<file path="src/rtl/sys_ctrl_if.sv">
// Bus bundle between the command sequencer and its environment: RX byte stream,
// register file, ALU and TX FIFO. The master side is the sequencer.
interface sys_ctrl_if #(
   parameter int DW     = 8,
   parameter int ADDR_W = 4,
   parameter int ALU_W  = 16
);
   // RX path
   logic [DW-1:0]     RX_P_DATA;
   logic              RX_D_VLD;

   // register file
   logic [DW-1:0]     RdData;
   logic              RdData_Valid;
   logic              WrEn;
   logic              RdEn;
   logic [ADDR_W-1:0] Address;
   logic [DW-1:0]     WrData;

   // ALU
   logic [ALU_W-1:0]  ALU_OUT;
   logic              ALU_OUT_VLD;
   logic              ALU_EN;
   logic [3:0]        ALU_FUN;
   logic              CLK_GATE_EN;

   // TX FIFO
   logic              FIFO_FULL;
   logic [DW-1:0]     TX_P_DATA;
   logic              TX_D_VLD;

   modport master (
      input  RX_P_DATA, RX_D_VLD,
      input  RdData, RdData_Valid,
      input  ALU_OUT, ALU_OUT_VLD,
      input  FIFO_FULL,
      output WrEn, RdEn, Address, WrData,
      output ALU_EN, ALU_FUN, CLK_GATE_EN,
      output TX_P_DATA, TX_D_VLD
   );

   modport slave (
      output RX_P_DATA, RX_D_VLD,
      output RdData, RdData_Valid,
      output ALU_OUT, ALU_OUT_VLD,
      output FIFO_FULL,
      input  WrEn, RdEn, Address, WrData,
      input  ALU_EN, ALU_FUN, CLK_GATE_EN,
      input  TX_P_DATA, TX_D_VLD
   );
endinterface

</file>
<file path="src/rtl/sys_ctrl.sv">
// Command sequencer: parses RX byte frames into register-file writes/reads and ALU
// operations, returning results to the TX FIFO. Define CMD_TIMEOUT_EN for a partial-frame timeout.
module sys_ctrl #(
   parameter int DW          = 8,
   parameter int ADDR_W      = 4,
   parameter int ALU_W       = 16,
   parameter int TIMEOUT_CYC = 1023
) (
   input  logic       CLK,
   input  logic       RST,
   sys_ctrl_if.master bus
);

   localparam logic [DW-1:0] CMD_WR      = DW'(8'hAA);
   localparam logic [DW-1:0] CMD_RD      = DW'(8'hBB);
   localparam logic [DW-1:0] CMD_ALU_OP  = DW'(8'hCC);
   localparam logic [DW-1:0] CMD_ALU_NOP = DW'(8'hDD);

   typedef enum logic [3:0] {
      IDLE,
      WR_ADDR,
      WR_DATA,
      RD_ADDR,
      RD_WAIT,
      RD_SEND,
      ALU_A,
      ALU_B,
      ALU_FN,
      ALU_WAIT,
      SEND_LO,
      SEND_HI
   } state_t;

   state_t state;
   state_t state_next;

   logic              rx_vld;
   logic [DW-1:0]     rx_byte;
   logic              timeout;

   // registered strobes and register-file bus
   logic              wr_en_q;
   logic              rd_en_q;
   logic              alu_en_q;
   logic [ADDR_W-1:0] addr_q;
   logic [DW-1:0]     wr_data_q;
   logic [3:0]        alu_fun_q;

   logic              wr_en_d;
   logic              rd_en_d;
   logic              alu_en_d;
   logic [ADDR_W-1:0] addr_d;
   logic [DW-1:0]     wr_data_d;
   logic [3:0]        alu_fun_d;

   // response data captured from the register file and ALU
   logic [DW-1:0]     rd_byte;
   logic [ALU_W-1:0]  alu_res;

   logic              tx_vld;
   logic [DW-1:0]     tx_data;
   logic              gate_en;

   assign rx_vld  = bus.RX_D_VLD;
   assign rx_byte = bus.RX_P_DATA;

   // NOTE: sequential state uses non-blocking assignments so every flop samples pre-edge values.
   always_ff @(posedge CLK or negedge RST) begin
      if (!RST) begin
         state <= IDLE;
      end else begin
         state <= state_next;
      end
   end

   // NOTE: every combinational output gets a default first, so no path can infer a latch.
   always_comb begin
      state_next = state;
      if (timeout) begin
         state_next = IDLE;
      end else begin
         case (state)
            IDLE: begin
               if (rx_vld) begin
                  case (rx_byte)
                     CMD_WR:      state_next = WR_ADDR;
                     CMD_RD:      state_next = RD_ADDR;
                     CMD_ALU_OP:  state_next = ALU_A;
                     CMD_ALU_NOP: state_next = ALU_FN;
                     default:     state_next = IDLE;
                  endcase
               end
            end
            WR_ADDR:  if (rx_vld) state_next = WR_DATA;
            WR_DATA:  if (rx_vld) state_next = IDLE;
            RD_ADDR:  if (rx_vld) state_next = RD_WAIT;
            RD_WAIT:  if (bus.RdData_Valid) state_next = RD_SEND;
            RD_SEND:  if (!bus.FIFO_FULL) state_next = IDLE;
            ALU_A:    if (rx_vld) state_next = ALU_B;
            ALU_B:    if (rx_vld) state_next = ALU_FN;
            ALU_FN:   if (rx_vld) state_next = ALU_WAIT;
            ALU_WAIT: if (bus.ALU_OUT_VLD) state_next = SEND_LO;
            SEND_LO:  if (!bus.FIFO_FULL) state_next = SEND_HI;
            SEND_HI:  if (!bus.FIFO_FULL) state_next = IDLE;
            default:  state_next = IDLE;
         endcase
      end
   end

   // Register-file/ALU strobes are issued one cycle after the byte that triggers them;
   // TX and clock-gate outputs follow the current state directly.
   always_comb begin
      wr_en_d   = 1'b0;
      rd_en_d   = 1'b0;
      alu_en_d  = 1'b0;
      addr_d    = addr_q;
      wr_data_d = wr_data_q;
      alu_fun_d = alu_fun_q;
      tx_vld    = 1'b0;
      tx_data   = '0;
      gate_en   = 1'b0;

      case (state)
         WR_ADDR: begin
            if (rx_vld) addr_d = rx_byte[ADDR_W-1:0];
         end
         WR_DATA: begin
            if (rx_vld) begin
               wr_en_d   = 1'b1;
               wr_data_d = rx_byte;
            end
         end
         RD_ADDR: begin
            if (rx_vld) begin
               rd_en_d = 1'b1;
               addr_d  = rx_byte[ADDR_W-1:0];
            end
         end
         ALU_A: begin
            if (rx_vld) begin
               wr_en_d   = 1'b1;
               addr_d    = ADDR_W'(0);
               wr_data_d = rx_byte;
            end
         end
         ALU_B: begin
            if (rx_vld) begin
               wr_en_d   = 1'b1;
               addr_d    = ADDR_W'(1);
               wr_data_d = rx_byte;
            end
         end
         ALU_FN: begin
            if (rx_vld) begin
               alu_en_d  = 1'b1;
               alu_fun_d = rx_byte[3:0];
            end
         end
         ALU_WAIT: begin
            gate_en = 1'b1;
         end
         RD_SEND: begin
            tx_data = rd_byte;
            tx_vld  = !bus.FIFO_FULL;
         end
         SEND_LO: begin
            tx_data = alu_res[DW-1:0];
            tx_vld  = !bus.FIFO_FULL;
         end
         SEND_HI: begin
            tx_data = alu_res[2*DW-1:DW];
            tx_vld  = !bus.FIFO_FULL;
         end
         default: begin
         end
      endcase
   end

   always_ff @(posedge CLK or negedge RST) begin
      if (!RST) begin
         wr_en_q   <= 1'b0;
         rd_en_q   <= 1'b0;
         alu_en_q  <= 1'b0;
         addr_q    <= '0;
         wr_data_q <= '0;
         alu_fun_q <= '0;
         rd_byte   <= '0;
         alu_res   <= '0;
      end else begin
         wr_en_q   <= wr_en_d;
         rd_en_q   <= rd_en_d;
         alu_en_q  <= alu_en_d;
         addr_q    <= addr_d;
         wr_data_q <= wr_data_d;
         alu_fun_q <= alu_fun_d;
         if (state == RD_WAIT && bus.RdData_Valid) begin
            rd_byte <= bus.RdData;
         end
         if (state == ALU_WAIT && bus.ALU_OUT_VLD) begin
            alu_res <= bus.ALU_OUT;
         end
      end
   end

`ifdef CMD_TIMEOUT_EN
   localparam int CNT_W = $clog2(TIMEOUT_CYC + 1);

   logic [CNT_W-1:0] idle_cnt;
   logic             timed;

   // Only frame-collecting states are timed; wait and send states depend on the datapath.
   assign timed   = (state == WR_ADDR) || (state == WR_DATA) || (state == RD_ADDR) ||
                    (state == ALU_A)   || (state == ALU_B)   || (state == ALU_FN);
   assign timeout = timed && !rx_vld && (idle_cnt == CNT_W'(TIMEOUT_CYC));

   always_ff @(posedge CLK or negedge RST) begin
      if (!RST) begin
         idle_cnt <= '0;
      end else if (rx_vld || !timed || timeout) begin
         idle_cnt <= '0;
      end else begin
         idle_cnt <= idle_cnt + CNT_W'(1);
      end
   end
`else
   assign timeout = 1'b0;
`endif

   assign bus.WrEn        = wr_en_q;
   assign bus.RdEn        = rd_en_q;
   assign bus.Address     = addr_q;
   assign bus.WrData      = wr_data_q;
   assign bus.ALU_EN      = alu_en_q;
   assign bus.ALU_FUN     = alu_fun_q;
   assign bus.CLK_GATE_EN = gate_en;
   assign bus.TX_P_DATA   = tx_data;
   assign bus.TX_D_VLD    = tx_vld;

endmodule

</file>
<file path="src/flat_wrapper.sv">
// flat-port wrapper written by rule: the top's interface ports become plain ports
module sys_ctrl_flat 
#(
   parameter int DW          = 8,
   parameter int ADDR_W      = 4,
   parameter int ALU_W       = 16,
   parameter int TIMEOUT_CYC = 1023
)
  (CLK, RST, bus_RX_P_DATA, bus_RX_D_VLD, bus_RdData, bus_RdData_Valid, bus_ALU_OUT, bus_ALU_OUT_VLD, bus_FIFO_FULL, bus_WrEn, bus_RdEn, bus_Address, bus_WrData, bus_ALU_EN, bus_ALU_FUN, bus_CLK_GATE_EN, bus_TX_P_DATA, bus_TX_D_VLD);
  sys_ctrl_if #(.DW(DW), .ADDR_W(ADDR_W), .ALU_W(ALU_W)) bus_i ();
  input  logic CLK;
  input  logic RST;
  input wire logic [$bits(bus_i.RX_P_DATA)-1:0] bus_RX_P_DATA;
  input wire logic [$bits(bus_i.RX_D_VLD)-1:0] bus_RX_D_VLD;
  input wire logic [$bits(bus_i.RdData)-1:0] bus_RdData;
  input wire logic [$bits(bus_i.RdData_Valid)-1:0] bus_RdData_Valid;
  input wire logic [$bits(bus_i.ALU_OUT)-1:0] bus_ALU_OUT;
  input wire logic [$bits(bus_i.ALU_OUT_VLD)-1:0] bus_ALU_OUT_VLD;
  input wire logic [$bits(bus_i.FIFO_FULL)-1:0] bus_FIFO_FULL;
  output wire logic [$bits(bus_i.WrEn)-1:0] bus_WrEn;
  output wire logic [$bits(bus_i.RdEn)-1:0] bus_RdEn;
  output wire logic [$bits(bus_i.Address)-1:0] bus_Address;
  output wire logic [$bits(bus_i.WrData)-1:0] bus_WrData;
  output wire logic [$bits(bus_i.ALU_EN)-1:0] bus_ALU_EN;
  output wire logic [$bits(bus_i.ALU_FUN)-1:0] bus_ALU_FUN;
  output wire logic [$bits(bus_i.CLK_GATE_EN)-1:0] bus_CLK_GATE_EN;
  output wire logic [$bits(bus_i.TX_P_DATA)-1:0] bus_TX_P_DATA;
  output wire logic [$bits(bus_i.TX_D_VLD)-1:0] bus_TX_D_VLD;
  assign bus_i.RX_P_DATA = bus_RX_P_DATA;
  assign bus_i.RX_D_VLD = bus_RX_D_VLD;
  assign bus_i.RdData = bus_RdData;
  assign bus_i.RdData_Valid = bus_RdData_Valid;
  assign bus_i.ALU_OUT = bus_ALU_OUT;
  assign bus_i.ALU_OUT_VLD = bus_ALU_OUT_VLD;
  assign bus_i.FIFO_FULL = bus_FIFO_FULL;
  assign bus_WrEn = bus_i.WrEn;
  assign bus_RdEn = bus_i.RdEn;
  assign bus_Address = bus_i.Address;
  assign bus_WrData = bus_i.WrData;
  assign bus_ALU_EN = bus_i.ALU_EN;
  assign bus_ALU_FUN = bus_i.ALU_FUN;
  assign bus_CLK_GATE_EN = bus_i.CLK_GATE_EN;
  assign bus_TX_P_DATA = bus_i.TX_P_DATA;
  assign bus_TX_D_VLD = bus_i.TX_D_VLD;
  sys_ctrl #(.DW(DW), .ADDR_W(ADDR_W), .ALU_W(ALU_W), .TIMEOUT_CYC(TIMEOUT_CYC)) u_core (.CLK(CLK), .RST(RST), .bus(bus_i));
endmodule
</file>
<file path="config.mk">
export PLATFORM = sky130hd
export DESIGN_NAME = sys_ctrl_flat
export DESIGN_NICKNAME = d
export VERILOG_FILES = /design/src/rtl/sys_ctrl_if.sv /design/src/rtl/sys_ctrl.sv /design/src/flat_wrapper.sv
export SDC_FILE = /design/constraint.sdc
export NUM_CORES = 1
export LEC_CHECK = 0
export CAP_MARGIN = 20
export CORE_MARGIN = 4
export CORE_UTILIZATION = 44
export CTS_BUF_LIST = sky130_fd_sc_hd__clkbuf_8
export CTS_CLUSTER_SIZE = 28
export DETAILED_ROUTE_END_ITERATION = 10
export PLACE_DENSITY = 0.86
export SLEW_MARGIN = 20
export SYNTH_ARGS = -nofsm -noshare
export SYNTH_HDL_FRONTEND = slang
export SYNTH_SLANG_ARGS = --single-unit
</file>
<file path="constraint.sdc">
create_clock -name CLK -period 1.45 [get_ports CLK]
set_input_delay 0.145 -clock CLK [delete_from_list [all_inputs] [get_ports CLK]]
set_output_delay 0.145 -clock CLK [all_outputs]
set_load 0.01 [all_outputs]
</file>
Word-level counts from Yosys, hierarchy flattened
Index checks and enable logic that the tools add are counted.
- flip-flop bits (word level): 47
- word-level logic and storage cells: 72
- bits of input ports: 38
- equal/unequal tests: 27
- multiplexer cells: 23
- reduce and logical (&&, ||, !) cells: 13
- operators by type and width (cell ; count):
    $mux 4 ; 13
    $pmux 4 s11 ; 1
    $eq 8x8->1 const B ; 4
    $pmux 8 s3 ; 1
    $ne 2x2->1 const B ; 11
    $eq 4x3->1 const B ; 4
    $eq 4x4->1 const B ; 4
    $pmux 4 s4 ; 1
    $pmux 4 s3 ; 1
    $reduce_and 11->1 ; 1
    $eq 4x2->1 const B ; 2
    $mux 1 ; 6
    $reduce_or 3->1 ; 2
    $eq 4x1->1 const B ; 1
    $logic_not 4->1 ; 1
    $reduce_and 2->1 ; 2
    $reduce_and 4->1 ; 1
    $reduce_or 2->1 ; 2
    $reduce_bool 3->1 ; 1
    $logic_and 1x1->1 ; 2
    $ne 2x1->1 const B ; 1
    $logic_not 1->1 ; 1

Longest topological paths before layout
- depth after elaboration: 4
- mapped depth: 5
- mapped depth without buffers: 4

Least setup slack after synthesis
No wires, ideal clock.
- kind: flip-flop to flip-flop
- from: register u_core.state[3]
- to: register u_core.state[0]
- arrival: 1433 ps
- cell stages (with the launch flop): 6
- setup time: 125 ps
- required time: 1325 ps
- slack: -108 ps
- path through: dfrtp_1 buf_2 a2111oi_2 a31oi_2 nand3_1 mux2_4
- longest elaborated chain between the ends: 4
- RTL lines (item ; line ; text):
    start: declaration ; sys_ctrl.sv:34 ; state_t state;
    start signal: assignment ; sys_ctrl.sv:72 ; state <= state_next;
    $eq 4x3->1 or $eq 4x4->1 (tied branches) ; sys_ctrl.sv:82 ; case (state)
    $reduce_or 2->1 (no source line) ; -- ;
    $ne 2x2->1 (no source line) ; -- ;
    $reduce_and 11->1 (no source line) ; -- ;
Several ways; a longest one is shown, not always the timed one.
A chain may end at the register's enable or synchronous reset.

Worst setup path after layout
- from: register u_core.state[0]
- to: output port bus_TX_P_DATA[3]
- longest elaborated chain between the ends: 2
- RTL lines (item ; line ; text):
    $eq 4x4->1 or $eq 4x3->1 (tied branches) ; sys_ctrl.sv:123 ; case (state)
    $pmux 8 s3 * ; sys_ctrl.sv:123 ;
    end: declaration ; flat_wrapper.sv:27 ; output wire logic [$bits(bus_i.TX_P_DATA)-1:0] bus_TX_P_DATA;
Mark *: on every way between the ends. The rest lies on a longest branch, timed or not.

==> flow_metrics.tcl <==
set metrics [dict create \
    dp_hpwl_um 4166 \
    fill_cells 351 \
    post-route-period-util_pct 114.3 \
    num-nets-final 340 \
    regArea_um2 1177 \
    coreArea_um2 5107 \
    place.gp.congestion 0.8452 \
    ys_types 42 \
    antenna_cells 0 \
    grt_max_degree 48 \
    wl_per_cell_um 16.96 \
    dpl_worst_slack_ps -330.1 \
    viasPerCell 5.118 \
    first_iter_violations 79 \
    finClkSkew_ps 6.776 \
    syn_inst 189 \
    drc 0 \
    gr-total-overflow 0 \
    synth_top_flop_cell "dfrtp_1" \
    crit_end "bus_TX_P_DATA[3]" \
    max_freq_mhz 603.6 \
    syn2layout_area_growth_pct 57.07 \
    ant_nets 0 \
    grt_util_all_layers_pct 20.27 \
    clk_pin_slew_worst_paths_ps 80 \
    slew_viol_final 0 \
    dieHeight_um 80.61 \
    path_max_fanout 6 \
    r2r_setup_slack_ps -150 \
    io_buffers 66 \
    postLayoutCoreUtil_pct 71.34 \
    ir_drop_uv 1054 \
    grt_pass1_wl_um 10140 \
    synth_top_area_cell "dfrtp_1" \
    antenna_found_initial 0 \
    via_count 1909 \
    crit_path_start_kind "flop" \
    cts-root-buf "clkbuf_8" \
    final_cell_mix "clkdlybuf4s50_1, dfrtp_1, mux2_2, buf_4, mux2i_1" \
    rows 26 \
    synthArstFlopShare_pct 100.0 \
    end_kind "output pin" \
    syn_area_per_cell_um2 12.27 \
    rr_worst_depth 6 \
    cts_sinks 47 \
    ios 67 \
    initial_core_util_pct 45.42 \
    startpoint "u_core.state[0]" \
    hold_class "primary input to async pin" \
    relSlewSlack_pct 76.54 \
    synth.ff_latch_count 47 \
    status "complete, but fails checks" \
    cts-htree-levels 2 \
    power_mw 5.231 \
    multi_input_area_um2 1230 \
    ys.warnings.count 0 \
    setup_viol 42 \
    seq_area_frac_synth_pct 50.70 \
    criticalPathCategory "flop to output pin" \
    worst_pin_slew_ps 348.2 \
    netlist_area_um2 2320 \
    clockBufferDepth 2 \
    synth_edf_count 0 \
    regToRegStartpoint "u_core.state[3]" \
    synth_top_area_share_pct 50.70 \
    final_common_cell "clkdlybuf4s50_1" \
    grt_pass1_vias 2046 \
    first_pass_iters 4 \
    cts_tree "done" \
    cp.required_ps 1310 \
    die_area_um2 6498 \
    maxCapViolCount 0 \
    hold_viol_final 0 \
    synthTopCellsByArea "dfrtp_1, mux2_2, mux2i_1" \
    dieWidth_um 80.61 \
    syn_nets 227 \
    rsz0062_at_grt "true" \
    wirelength_um 6326 \
    drive_gt1_share_pct 45.54 \
    crit_arrival_ps 1510 \
    numCtsBuffers 5 \
    violations "setup timing" \
    period_needed_ps 1657 \
    power.static_leakage_nw 1.666 \
    power.density_nw_per_um2 1436 \
    r2r-end "u_core.bus.WrData[2]" \
    clk_latency_ps 290 \
    fin_ws_ps -206.6 \
]
[worst min-delay path by stage]
stage                                 end  slack, ps
global route         u_core.bus.WrData[3]        390
finish              u_core.bus.ALU_FUN[3]        380
detailed placement  u_core.bus.ALU_FUN[2]        160
CTS                 u_core.bus.ALU_FUN[2]        380
floorplan               u_core.alu_res[0]       -150
global placement    u_core.bus.ALU_FUN[2]        140
[worst max-delay path: stages (launching register included)]
cell and delay (ps):
dfrtp_1 430, and2b_1 190, and2_4 180, buf_8 140, nand2_2 80, o21ai_2 60, buf_2 140
[Yosys cell counts (4+ instances only)]
library cell / count
a21oi_1: 4
mux2_2: 37
nor2_1: 9
mux2i_1: 11
buf_2: 5
o21ai_0: 12
dfrtp_1: 47
nand2_1: 17
inv_1: 6
[state kept, by name, indices dropped and copies added, names as in the netlist]
name / count
u_core.bus.Address: 4
u_core.bus.ALU_EN: 1
u_core.bus.WrEn: 1
u_core.alu_res: 16
u_core.bus.RdEn: 1
u_core.bus.WrData: 8
u_core.bus.ALU_FUN: 4
u_core.rd_byte: 8
u_core.state: 4
[cell families (layout without fill, tap and decap cells)]
group / Yosys count / count (layout) / share of synthesized area, %
flops: 47 / 47 / 50.70
compound gates: 27 / 27 / 8.360
buf+inv: 13 / 126 / 3.020
mux: 50 / 50 / 24.00
simple gates: 52 / 53 / 13.92
[through the flow]
step                setup TNS [ps]  std cells  hold WS, ps  instance area, um^2
global route                 -7153        373        389.5                 3643
finish                       -4840        373        377.7                 3643
global placement             -6981        346        142.2                 3252
floorplan                   -65.54        189       -150.6                 2342
detailed placement           -7622        346        155.2                 3252
CTS                          -3443        369        383.9                 3545
[repair_timing]
item,in CTS,in global routing
cloned,2,0
pin swaps,13,6
hold endpoints to repair,47,0
gates resized for setup,76,18
hold buffers,1,0
buffers inserted,12,4
setup endpoints to repair,54,54
[where the power goes]
| group | internal, mW | switching (mW) |
|---|---|---|
| registers | 1.79 | 0.304 |
| clock network | 0.384 | 0.413 |
| logic | 1.40 | 0.938 |
| total | 3.58 | 1.65 |
[routing by layer]
layer  wire length (um)  GRT usage [%]
met1               2620          26.22
met5                  0              0
met4                110          7.601
met2               3294          33.20
met3                300          4.372
[cell type report]
cell class	instances	area share, %
timing repair buffer	112	28.30
tap	70	2.404
clock inverter	2	0.3434
clock buffer	6	2.266
inverter	6	0.6181
multi-input combinational	130	33.76
sequential	47	32.31
No activity file was read; power rests on OpenSTA's default activity.
